$ cat config.mk
export PLATFORM = sky130hd
export DESIGN_NAME = demux_1_n_stream
export DESIGN_NICKNAME = d
export VERILOG_FILES = /design/src/rtl/demux_1_n_stream_pkg.sv /design/src/rtl/demux_1_n_stream_rr_pointer.sv /design/src/rtl/demux_1_n_stream.sv
export SDC_FILE = /design/constraint.sdc
export NUM_CORES = 1
export LEC_CHECK = 0
export CAP_MARGIN = 20
export CORE_MARGIN = 4
export CORE_UTILIZATION = 33
export CTS_CLUSTER_SIZE = 16
export DETAILED_ROUTE_END_ITERATION = 10
export GPL_ROUTABILITY_DRIVEN = 0
export PLACE_DENSITY = 0.81
export SLEW_MARGIN = 20
export SYNTH_ARGS = -nofsm -noshare
export SYNTH_HDL_FRONTEND = slang
export SYNTH_SLANG_ARGS = --single-unit
$ cat constraint.sdc
create_clock -name Clock_In -period 2.9 [get_ports Clock_In]
set_input_delay 0.58 -clock Clock_In [delete_from_list [all_inputs] [get_ports Clock_In]]
set_output_delay 0.58 -clock Clock_In [all_outputs]
set_load 0.01 [all_outputs]
$ cat src/rtl/demux_1_n_stream_pkg.sv
// -----------------------------------------------------------------------------
// DEMUX_Pkg
// Shared types and constants for the 1-to-N stream demultiplexer.
//   state_e        : IDLE (nothing held) / HOLD (a word waits on one or more lanes)
//   MODE_EXPLICIT  : target lane comes from Select_In
//   MODE_RR        : target lane comes from the round-robin pointer
//   sel_in_range() : true when an explicit select addresses an existing lane
// Optional feature macro used by the block: DEMUX_BROADCAST_EN.
// -----------------------------------------------------------------------------
package DEMUX_Pkg;

  typedef enum logic [0:0] {
    IDLE = 1'b0,
    HOLD = 1'b1
  } state_e;

  localparam logic MODE_EXPLICIT = 1'b0;
  localparam logic MODE_RR       = 1'b1;

  function automatic logic sel_in_range(input int unsigned sel,
                                        input int unsigned num_channels);
    if (sel < num_channels) begin
      return 1'b1;
    end else begin
      return 1'b0;
    end
  endfunction

endpackage

$ cat src/rtl/demux_1_n_stream_rr_pointer.sv
// -----------------------------------------------------------------------------
// DEMUX_RR_Pointer
// Round-robin lane pointer: advances by one on each Advance_In pulse and wraps
// from NUM_CHANNELS-1 back to 0 (also for non-power-of-two channel counts).
// Ports:
//   Clock_In   : rising-edge clock
//   Reset_In   : asynchronous active-high reset, clears the count
//   Advance_In : step the pointer this cycle
//   Count_Out  : current pointer value (registered)
// -----------------------------------------------------------------------------
module DEMUX_RR_Pointer #(
  parameter int unsigned NUM_CHANNELS = 16,
  parameter int unsigned SEL_WIDTH    = $clog2(NUM_CHANNELS)
) (
  input  logic                 Clock_In,
  input  logic                 Reset_In,
  input  logic                 Advance_In,
  output logic [SEL_WIDTH-1:0] Count_Out
);

  localparam logic [SEL_WIDTH-1:0] LAST_IDX = SEL_WIDTH'(NUM_CHANNELS - 1);
  localparam logic [SEL_WIDTH-1:0] ONE      = {{(SEL_WIDTH-1){1'b0}}, 1'b1};

  logic [SEL_WIDTH-1:0] r_count;

  // Pointer register with explicit wrap at the last implemented lane.
  always_ff @(posedge Clock_In or posedge Reset_In) begin
    if (Reset_In) begin
      r_count <= {SEL_WIDTH{1'b0}};
    end else if (Advance_In) begin
      if (r_count == LAST_IDX) begin
        r_count <= {SEL_WIDTH{1'b0}};
      end else begin
        r_count <= r_count + ONE;
      end
    end else begin
      r_count <= r_count;
    end
  end

  assign Count_Out = r_count;

endmodule

$ cat src/rtl/demux_1_n_stream.sv
// -----------------------------------------------------------------------------
// demux_1_n_stream
// Steers one upstream valid/ready stream onto NUM_CHANNELS downstream lanes.
// A single holding register plus a per-lane pending mask gives one-cycle
// latency and full one-word-per-cycle throughput.
// Ports:
//   Clock_In, Reset_In     : rising-edge clock, async active-high reset
//   Enable_In              : gates new accepts only (held words still drain)
//   Mode_In                : 0 explicit select, 1 round-robin
//   Valid_In/Data_In       : upstream word, Ready_Out its ready
//   Select_In              : explicit target lane
//   Broadcast_In           : (only with DEMUX_BROADCAST_EN) deliver to all lanes
//   Data_Out               : lane k at [k*DATA_WIDTH +: DATA_WIDTH], zero when idle
//   Valid_Out/Ready_In     : per-lane handshake
//   Pointer_Out            : round-robin pointer
//   Error_Out              : sticky flag for an out-of-range explicit select
// Optional feature macro: DEMUX_BROADCAST_EN.
// -----------------------------------------------------------------------------
module demux_1_n_stream
  import DEMUX_Pkg::*;
#(
  parameter int unsigned DATA_WIDTH   = 8,
  parameter int unsigned NUM_CHANNELS = 16,
  parameter int unsigned SEL_WIDTH    = $clog2(NUM_CHANNELS)
) (
  input  logic                               Clock_In,
  input  logic                               Reset_In,
  input  logic                               Enable_In,
  input  logic                               Mode_In,
  input  logic                               Valid_In,
  input  logic [DATA_WIDTH-1:0]              Data_In,
  input  logic [SEL_WIDTH-1:0]               Select_In,
`ifdef DEMUX_BROADCAST_EN
  input  logic                               Broadcast_In,
`endif
  output logic                               Ready_Out,
  output logic [NUM_CHANNELS*DATA_WIDTH-1:0] Data_Out,
  output logic [NUM_CHANNELS-1:0]            Valid_Out,
  input  logic [NUM_CHANNELS-1:0]            Ready_In,
  output logic [SEL_WIDTH-1:0]               Pointer_Out,
  output logic                               Error_Out
);

  localparam logic [NUM_CHANNELS-1:0] NO_LANES  = {NUM_CHANNELS{1'b0}};
  localparam logic [NUM_CHANNELS-1:0] ALL_LANES = {NUM_CHANNELS{1'b1}};
  localparam logic [NUM_CHANNELS-1:0] LANE0     = {{(NUM_CHANNELS-1){1'b0}}, 1'b1};

  logic [DATA_WIDTH-1:0]   r_held_data;
  logic [NUM_CHANNELS-1:0] r_pending;
  logic                    r_error;

  state_e                  w_state;
  logic                    w_blocked;
  logic                    w_ready;
  logic                    w_accept;
  logic                    w_bcast;
  logic                    w_rr;
  logic                    w_in_range;
  logic                    w_drop;
  logic                    w_advance;
  logic [SEL_WIDTH-1:0]    w_pointer;
  logic [SEL_WIDTH-1:0]    w_target;
  logic [NUM_CHANNELS-1:0] w_new_mask;
  logic [NUM_CHANNELS-1:0] w_next_pending;

`ifdef DEMUX_BROADCAST_EN
  assign w_bcast = Broadcast_In;
`else
  assign w_bcast = 1'b0;
`endif

  // State is implied by the pending mask: anything outstanding means HOLD.
  always_comb begin
    if (r_pending == NO_LANES) begin
      w_state = IDLE;
    end else begin
      w_state = HOLD;
    end
  end

  // Upstream ready: a new word may enter only if every held lane retires now.
  always_comb begin
    w_blocked = ((r_pending & ~Ready_In) != NO_LANES);
    w_ready   = 1'b0;
    if (Reset_In) begin
      w_ready = 1'b0;
    end else begin
      case (w_state)
        IDLE:    w_ready = Enable_In;
        HOLD:    w_ready = Enable_In & ~w_blocked;
        default: w_ready = 1'b0;
      endcase
    end
  end

  assign w_accept = Valid_In & w_ready;

  // Target selection and the lane mask a new word would load.
  always_comb begin
    w_rr       = (Mode_In == MODE_RR);
    w_target   = Select_In;
    w_in_range = 1'b1;
    w_new_mask = NO_LANES;
    if (w_rr) begin
      w_target   = w_pointer;
      w_in_range = 1'b1;
    end else begin
      w_target   = Select_In;
      w_in_range = sel_in_range(32'(Select_In), NUM_CHANNELS);
    end
    if (w_bcast) begin
      w_new_mask = ALL_LANES;
    end else if (w_in_range) begin
      w_new_mask = LANE0 << w_target;
    end else begin
      // Out-of-range word is consumed but never presented downstream.
      w_new_mask = NO_LANES;
    end
  end

  assign w_drop    = w_accept & ~w_bcast & ~w_in_range;
  assign w_advance = w_accept & ~w_bcast & w_rr;

  // On accept all held lanes are retiring this cycle, so the new mask replaces
  // the old one outright (no bubble); otherwise just drop handshaken lanes.
  always_comb begin
    if (w_accept) begin
      w_next_pending = w_new_mask;
    end else begin
      w_next_pending = r_pending & ~Ready_In;
    end
  end

  // Holding register, pending mask and sticky error flag.
  always_ff @(posedge Clock_In or posedge Reset_In) begin
    if (Reset_In) begin
      r_held_data <= {DATA_WIDTH{1'b0}};
      r_pending   <= NO_LANES;
      r_error     <= 1'b0;
    end else begin
      r_pending <= w_next_pending;
      if (w_accept) begin
        r_held_data <= Data_In;
      end else begin
        r_held_data <= r_held_data;
      end
      r_error <= r_error | w_drop;
    end
  end

  DEMUX_RR_Pointer #(
    .NUM_CHANNELS (NUM_CHANNELS),
    .SEL_WIDTH    (SEL_WIDTH)
  ) u_rr_pointer (
    .Clock_In   (Clock_In),
    .Reset_In   (Reset_In),
    .Advance_In (w_advance),
    .Count_Out  (w_pointer)
  );

  // Each lane shows the held word only while it is pending, zero otherwise.
  for (genvar k = 0; k < NUM_CHANNELS; k++) begin : g_lane
    assign Data_Out[k*DATA_WIDTH +: DATA_WIDTH] =
      r_pending[k] ? r_held_data : {DATA_WIDTH{1'b0}};
  end

  assign Valid_Out   = r_pending;
  assign Ready_Out   = w_ready;
  assign Pointer_Out = w_pointer;
  assign Error_Out   = r_error;

endmodule

Yosys cells after proc, flatten, opt, wreduce, memory -nomap -nowiden. Index checks and enable logic that the tools add are counted.

$add $sub $neg: 1. Multiplexer cells: 22. Bitwise operators: 6. Shift operators: 1. Reductions and logical operators: 2. Equal/unequal tests: 1.

Operators with widths (count): 8-bit 2-to-1 mux (16); 16-bit AND (1); 16-bit logical NOT (1); 16-bit 2-to-1 mux (1); 16-bit NOT (1); 16-bit nonzero test (1); 1-bit by 4-bit << shifter with 16-bit output (first input constant) (1); 4-bit 2-to-1 mux (2); 4-bit by 1-bit adder with 4-bit output (second input constant) (1); 4-bit == test (second input constant) (1); 1-bit AND (3); 1-bit 2-to-1 mux (2); 1-bit one-hot mux with 2 select lines (1); 1-bit NOT (1).

Register bits after elaboration: 28. Word-level logic and storage cells: 36. Output and inout bits: 150.

Logic depth before layout (Yosys ltp). Gate-level depths: netlist (run 1).

Depth in word-level cells: 9. Depth in mapped cells: 6. Mapped depth without buffers: 6.

Cells and area by module. A second synthesis (run 1) with hierarchy kept.

Cells, all modules: 269. Area, all modules: 2263.4 um^2.

Modules (own cells, without submodules): demux_1_n_stream (area an instance 2072.0 um^2, cells an instance 253, times used 1, sequential area each 600.6 um^2); DEMUX_RR_Pointer (area an instance 191.4 um^2, cells an instance 16, times used 1, sequential area each 100.1 um^2).

Worst setup path after synthesis (run 1). OpenSTA, ideal clock, no wires.

Path type: input-to-output. From: in Reset_In. To: out Ready_Out. Buffers on the path: 0. Data arrival time: 1.865 ns. Cell stages on the path: 4. Setup slack: 0.455 ns. Cells stage by stage: inv_1 -> and3_4 -> and2_4 -> and3_1.

Longest elaborated chain between the ends: 1.

Ends and longest elaborated chain: from (decl) (RTL line demux_1_n_stream.sv:27) `input logic Reset_In,`; 1-bit 2-to-1 mux (RTL line demux_1_n_stream.sv:85) `if (Reset_In) begin`; to (decl) (RTL line demux_1_n_stream.sv:36) `output logic Ready_Out,`.

No other way between the ends.

Worst setup path after layout (run 1).
From: in Ready_In[1]. To: out Ready_Out.

Longest elaborated chain between the ends: 7.

Ends and longest elaborated chain: from (decl) (RTL line demux_1_n_stream.sv:39) `input logic [NUM_CHANNELS-1:0] Ready_In,`; 16-bit NOT (RTL line demux_1_n_stream.sv:83) `w_blocked = ((r_pending & ~Ready_In) != NO_LANES);`; 16-bit AND (RTL line demux_1_n_stream.sv:83); 16-bit nonzero test (RTL line demux_1_n_stream.sv:83); 1-bit NOT (RTL line demux_1_n_stream.sv:90) `HOLD: w_ready = Enable_In & ~w_blocked;`; 1-bit AND (RTL line demux_1_n_stream.sv:90); 1-bit one-hot mux with 2 select lines (RTL line demux_1_n_stream.sv:88) `case (w_state)`; 1-bit 2-to-1 mux (RTL line demux_1_n_stream.sv:85).

No other way between the ends.

==> results of run 1 <==
[cell type report]
type / count / area, um2
Tap cell: 77 / 96.3
Timing Repair Buffer: 184 / 1840
Clock buffer: 3 / 41.3
Fill cell: 543 / 2300
Multi-Input combinational cell: 212 / 1470
Inverter: 5 / 18.8
Clock inverter: 1 / 30.0
Sequential cell: 28 / 701
[worst max-delay path, stage by stage]
cell             delay [ns]
clkdlybuf4s50_1        0.48
nand2b_1               0.13
and4_1                 0.22
and2_4                 0.15
and3_1                 0.17
dlymetal6s2s_1         0.16
[registers in the layout, indices dropped and copies added, names as in the netlist]
register / flops
Valid_Out: 16
r_held_data: 8
u_rr_pointer.Count_Out: 4
[placed cells by master, fill, tap and decap left out, types with 3 or more instances in the layout]
cell	count
dfrtp_1	28
buf_4	3
mux2_4	8
nand2b_1	14
nand2_1	7
o31ai_1	16
and3_1	3
nand4_1	3
clkbuf_8	3
a31oi_1	5
nor2_1	3
inv_1	5
clkdlybuf4s50_1	180
and2_1	128
[report_power, final]
group,switching [mW],internal (mW),total [mW]
combinational,0.213,0.293,0.506
sequential,0.210,0.454,0.664
clock,0.122,0.185,0.307
total,0.545,0.931,1.48
[cells by family after synthesis]
| logic type | after synthesis | synth area share |
|---|---|---|
| mux | 14 | 0.0824 |
| simple gates | 171 | 0.482 |
| other cells | 1 | 0.00167 |
| flops | 28 | 0.312 |
| buf+inv | 18 | 0.0356 |
| fa+ha+maj | 1 | 0.00557 |
| compound gates | 24 | 0.0768 |
| xor+xnor | 1 | 0.00390 |
[worst max path at each step]
stage | start | endpoint | slack (ns) | cells past startpoint
after floorplan | Reset_In | Ready_Out | 0.46 | 4
after global placement | Ready_In[1] | Ready_Out | 0.09 | 6
after detailed placement | Ready_In[1] | Ready_Out | 0.06 | 6
after CTS | Ready_In[1] | Ready_Out | 0.04 | 6
after global routing | Ready_In[1] | Ready_Out | 0.32 | 6
final | Ready_In[1] | Ready_Out | 0.43 | 6
[metrics by stage]
step	utilization	hold slack (ns)
floorplan	-	0.562
finish	0.645	0.627
global route	0.645	0.659
detailed placement	0.634	0.584
global placement	0.634	0.576
CTS	0.645	0.610
[what timing repair did]
item,CTS,global route
hold buffers,0,0
endpoints found under the hold margin,0,0
gates resized for setup,0,1
endpoints found under the setup margin,0,1
[routing by layer]
layer	wire, um	part of all wire	vias to the layer above
met1	3690	0.41	1125
met4	184	0.020	0
met2	4660	0.52	101
li1	-	-	1196
met3	489	0.054	16
met5	0	0	-
==> out/metrics.yaml, run 1 <==
status:
  outcome: "completed"
critical_path:
  cp-end-kind: "output port"
  worstPathRequired_ns: 2.32
  r2r_cells: 6
  critPathMaxFanout: 2
  r2r-start: "Valid_Out[1]"
  r2r-end: "r_held_data[2]"
  ff2ff_setup_slack_ns: 0.96
  crit_arrival_ns: 1.89
  startpoint_type: "input port"
  crit_type: "input port to output port"
detailed_routing:
  drt_wl_total_um: 9030
  drt-pass1-iter-count: 4
  avgViaCountPerCell: 4.78
  drt-wirelength-per-cell_um: 17.7
  vias: 2438
  dr.first_iter.drc_count: 64
  drc: 0
  antenna_left: 0
hold_path:
  hold-path-cell-count: 1
  hold_path.class: "flop to flop"
  min_to: "u_rr_pointer.Count_Out[1]"
  min_from: "u_rr_pointer.Count_Out[1]"
power:
  power_density_nw_per_um2: 352
  ir_drop_v: 0.000340
  cellLeakagePower_nw: 1.71
  p_total_mw: 1.48
yosys:
  netlist_instances: 258
  async_reset_ff_frac: 1.00
  synth_common_cells: "and2_1 (128), dfrtp_1 (28), o31ai_1 (16)"
  yosysMostFrequentCell: "and2_1"
  synth-seq-cells: 28
  synth_fp_nets: 292
  netlist_area_um2: 2250
  synth_edf_count: 0
  ys_seq_area_frac: 0.312
  synth_area_leader_cell: "and2_1"
  yosysWarnings: 0
  ys_types: 34
  synth_area_per_cell_um2: 8.71
  dominantRegCellSynth: "dfrtp_1"
  synth_top_area_frac: 0.356
  ys_top_cells_by_area: "and2_1 (36%), dfrtp_1 (31%), mux2_4 (5.3%), o31ai_1 (5.3%), nand2b_1 (3.9%)"
layout:
  syn_to_final_growth_pct: 86.5
  fin_cells: 510
  stdcell_area_um2: 4190
  layout.nets: 468
  diodes: 0
  drive_above_1_share: 0.0531
floorplan:
  die_y_um: 90.5
  ios: 183
  start_util: 0.346
  core-area_um2: 6490
  die_x_um: 90.5
  die_area_um2: 8190
  row_count: 29
grt:
  grt_first_pass_wirelength_um: 14000
  use_met3: 0.0383
  antenna_found_initial: 0
  grt_max_degree: 29
  grt.overflow.total: 0
  grt_pass1_vias: 2303
  busiest_layer: "met2"
  use_met2: 0.385
  grt_use_total: 0.211
  use_met1: 0.254
timing:
  relSlewSlack: 0.636
  setup_violations: 0
  period_share: 0.852
  tightestPinTransition_ns: 0.544
  min_period_ns: 2.47
  rsz0062_at_grt: "false"
  finalWorstSetupSlack_ns: 0.429
  slew_viol_final: 0
  hold_viol_final: 0
  fin_setup_tns_ns: 0
  fmax_ghz: 0.405
  skew_ns: 0.00371
clock_network:
  cts_buffer_depth: 2
  cts.clk_slew.worst_paths_ns: 0.09
  cts_setup_buffers: 0
  clkSinkCount: 28
  worst_skew_pair.late_latency_ns: 0.28
  cts_tree: "yes"
  cts_made_buffers: 3
  cts_root_buf: "clkbuf_8"
  cts_htree_levels: 1
placement:
  postPlaceCellArea_um2: 4120
  port_buffers: 181
  dp_slack_ns: 0.0568
  dp_cells: 506
  dp.final_hpwl_um: 7240
run:
  maxCapViolCount: 0
No activity file was read; power rests on OpenSTA's default activity.
==> inputs of run 2 (changes only) <==
--- a/config.mk
+++ b/config.mk
@@ -8,10 +8,12 @@
 export CAP_MARGIN = 20
 export CORE_MARGIN = 4
 export CORE_UTILIZATION = 33
+export CTS_CLUSTER_DIAMETER = 150
 export CTS_CLUSTER_SIZE = 16
 export DETAILED_ROUTE_END_ITERATION = 10
 export GPL_ROUTABILITY_DRIVEN = 0
 export PLACE_DENSITY = 0.81
+export REMOVE_ABC_BUFFERS = 1
 export SLEW_MARGIN = 20
 export SYNTH_ARGS = -nofsm -noshare
 export SYNTH_HDL_FRONTEND = slang
==> out/metrics.yaml, run 2 (synthesis results as in run 1) <==
floorplan:
  die_x_um: 90.5  # unchanged
  die_area_um2: 8190  # unchanged
  row_count: 29  # unchanged
  ios: 183  # unchanged
  die_y_um: 90.5  # unchanged
  start_util: 0.346  # unchanged
  core-area_um2: 6490  # unchanged
timing:
  min_period_ns: 2.48  # +0.0137 ns
  fin_setup_tns_ns: 0  # unchanged
  period_share: 0.857  # +0.00474
  tightestPinTransition_ns: 0.626  # +0.0820 ns
  slew_viol_final: 0  # unchanged
  relSlewSlack: 0.583  # -0.0530
  setup_violations: 0  # unchanged
  whs_ns: 0.657  # +0.0301 ns
  hold_viol_final: 0  # unchanged
  skew_ns: 0.00472  # +0.00102 ns
  rsz0062_at_grt: "false"
  fmax_ghz: 0.402  # -0.55%
placement:
  port_buffers: 181  # unchanged
  dp.final_hpwl_um: 7010  # -3.2%
  postPlaceCellArea_um2: 4120  # unchanged
critical_path:
  worstPathRequired_ns: 2.32  # about the same
  crit_type: "input port to output port"
  crit_arrival_ns: 1.90  # about the same
  startpoint_type: "input port"
  cp-end-kind: "output port"
  critPathMaxFanout: 2  # unchanged
clock_network:
  cts_setup_buffers: 0  # unchanged
  cts_buffer_depth: 2  # unchanged
  cts.clk_slew.worst_paths_ns: 0.10  # about the same
  clkSinkCount: 28  # unchanged
  cts_root_buf: "clkbuf_8"
  cts_htree_levels: 1  # unchanged
  cts_tree: "yes"
  cts_hold_buf: 0  # unchanged
  worst_skew_pair.late_latency_ns: 0.28  # about the same
  ctsResizeCount: 0  # unchanged
  cts_made_buffers: 3  # unchanged
layout:
  layout.nets: 468  # unchanged
  drive_above_1_share: 0.0554  # +0.00231
  diodes: 0  # unchanged
  final_common_cell: "clkdlybuf4s50_1"
  syn_to_final_growth_pct: 86.6  # about the same
  fill_cells: 557  # +2.6%
  stdcell_area_um2: 4190  # about the same
  largest_reg_flops: 16  # unchanged
  final_cell_mix: "clkdlybuf4s50_1 (180), and2_1 (128), dfrtp_1 (28)"
detailed_routing:
  vias: 2442  # +0.16%
  drt_wl_total_um: 9040  # about the same
  antenna_left: 0  # unchanged
  drc: 0  # unchanged
  drt-pass1-iter-count: 4  # unchanged
  drt-wirelength-per-cell_um: 17.7  # about the same
  dr.first_iter.drc_count: 77  # +20%
  avgViaCountPerCell: 4.79  # +0.16%
grt:
  grt.overflow.total: 0  # unchanged
  grt_max_degree: 29  # unchanged
  grt_first_pass_wirelength_um: 14000  # +0.34%
  grt_use_total: 0.211  # about the same
  antenna_found_initial: 0  # unchanged
  grt_pass1_vias: 2455  # +6.6%
status:
  outcome: "completed"
power:
  ir_drop_v: 0.000425  # +25%
  power_density_nw_per_um2: 360  # +2.2%
  cellLeakagePower_nw: 1.71  # +0.23%
run:
  maxCapViolCount: 0  # unchanged
hold_path:
  hold_path.class: "flop to flop"
## run 2: cell types whose count changed in the layout (fill, tap and decap cells not counted)
cell    change
and4_1      -1
and4_4      +1
## run 2: final timing paths
check                      depth (start not counted)                         to                 startpoint  slack (ns)
setup / recovery                                   6                  Ready_Out                Ready_In[1]        0.42
hold / removal                                     1  u_rr_pointer.Count_Out[1]  u_rr_pointer.Count_Out[1]        0.66
setup reg to reg                                   6             r_held_data[0]              Valid_Out[13]        0.97
hold reg to reg                                    1  u_rr_pointer.Count_Out[1]  u_rr_pointer.Count_Out[1]        0.66
max in group asynchronous                          3             r_held_data[3]                   Reset_In        1.94
min in group asynchronous                          3             r_held_data[2]                   Reset_In        0.70
## run 2: cell type report
type                    instances  area (um2)  area share
clock buffers                   3        41.3     0.00985
clock inverters                 1        30.0     0.00716
inverters                       5        18.8     0.00448
multi-input cells             212        1470       0.350
flip-flops and latches         28         701       0.167
well taps                      77        96.3      0.0230
repair buffers                184        1840       0.438
## run 2: metal layers
metal  routed length (um)  track usage  vias up  part of all wire
li1                     -            -     1193                 -
met1                 3640        0.237     1147              0.40
met2                 4820        0.414       94              0.53
met3                  454       0.0350        8             0.050
met4                  123       0.0370        0             0.014
met5                    0            0        -                 0
## run 2: metrics by stage
| step | power (mW) | util | cells | setup WS, ns |
|---|---|---|---|---|
| 3_3_place_gp | 1.18 | 0.634 | 506 | 0.0660 |
| 2_1_floorplan | 0.837 | - | 245 | 0.455 |
| 3_5_place_dp | 1.20 | 0.634 | 506 | 0.0426 |
| 5_1_grt | 1.59 | 0.646 | 510 | 0.359 |
| 6_report | 1.51 | 0.646 | 510 | 0.415 |
| 4_1_cts | 1.51 | 0.645 | 510 | 0.0262 |
## run 2: critical path, stage by stage
cell and delay, ns:
clkdlybuf4s50_1 0.46, nand2b_1 0.13, and4_4 0.24, and2_4 0.14, and3_1 0.19, dlymetal6s2s_1 0.17
## run 2: where the power goes
| part | internal, mW | leakage [nW] | switching, mW | total [mW] |
|---|---|---|---|---|
| Combinational | 0.294 | 1.32 | 0.216 | 0.510 |
| Clock | 0.185 | 0.0357 | 0.132 | 0.317 |
| Sequential | 0.453 | 0.363 | 0.229 | 0.682 |
| Total | 0.932 | 1.71 | 0.577 | 1.51 |
==> inputs of run 3 (changes only) <==
--- a/config.mk
+++ b/config.mk
@@ -14,7 +14,6 @@
 export GPL_ROUTABILITY_DRIVEN = 0
 export PLACE_DENSITY = 0.81
 export REMOVE_ABC_BUFFERS = 1
-export SLEW_MARGIN = 20
 export SYNTH_ARGS = -nofsm -noshare
 export SYNTH_HDL_FRONTEND = slang
 export SYNTH_SLANG_ARGS = --single-unit
==> results of run 3 <==
Final layout, timing and power as in run 2 (identical DEF).
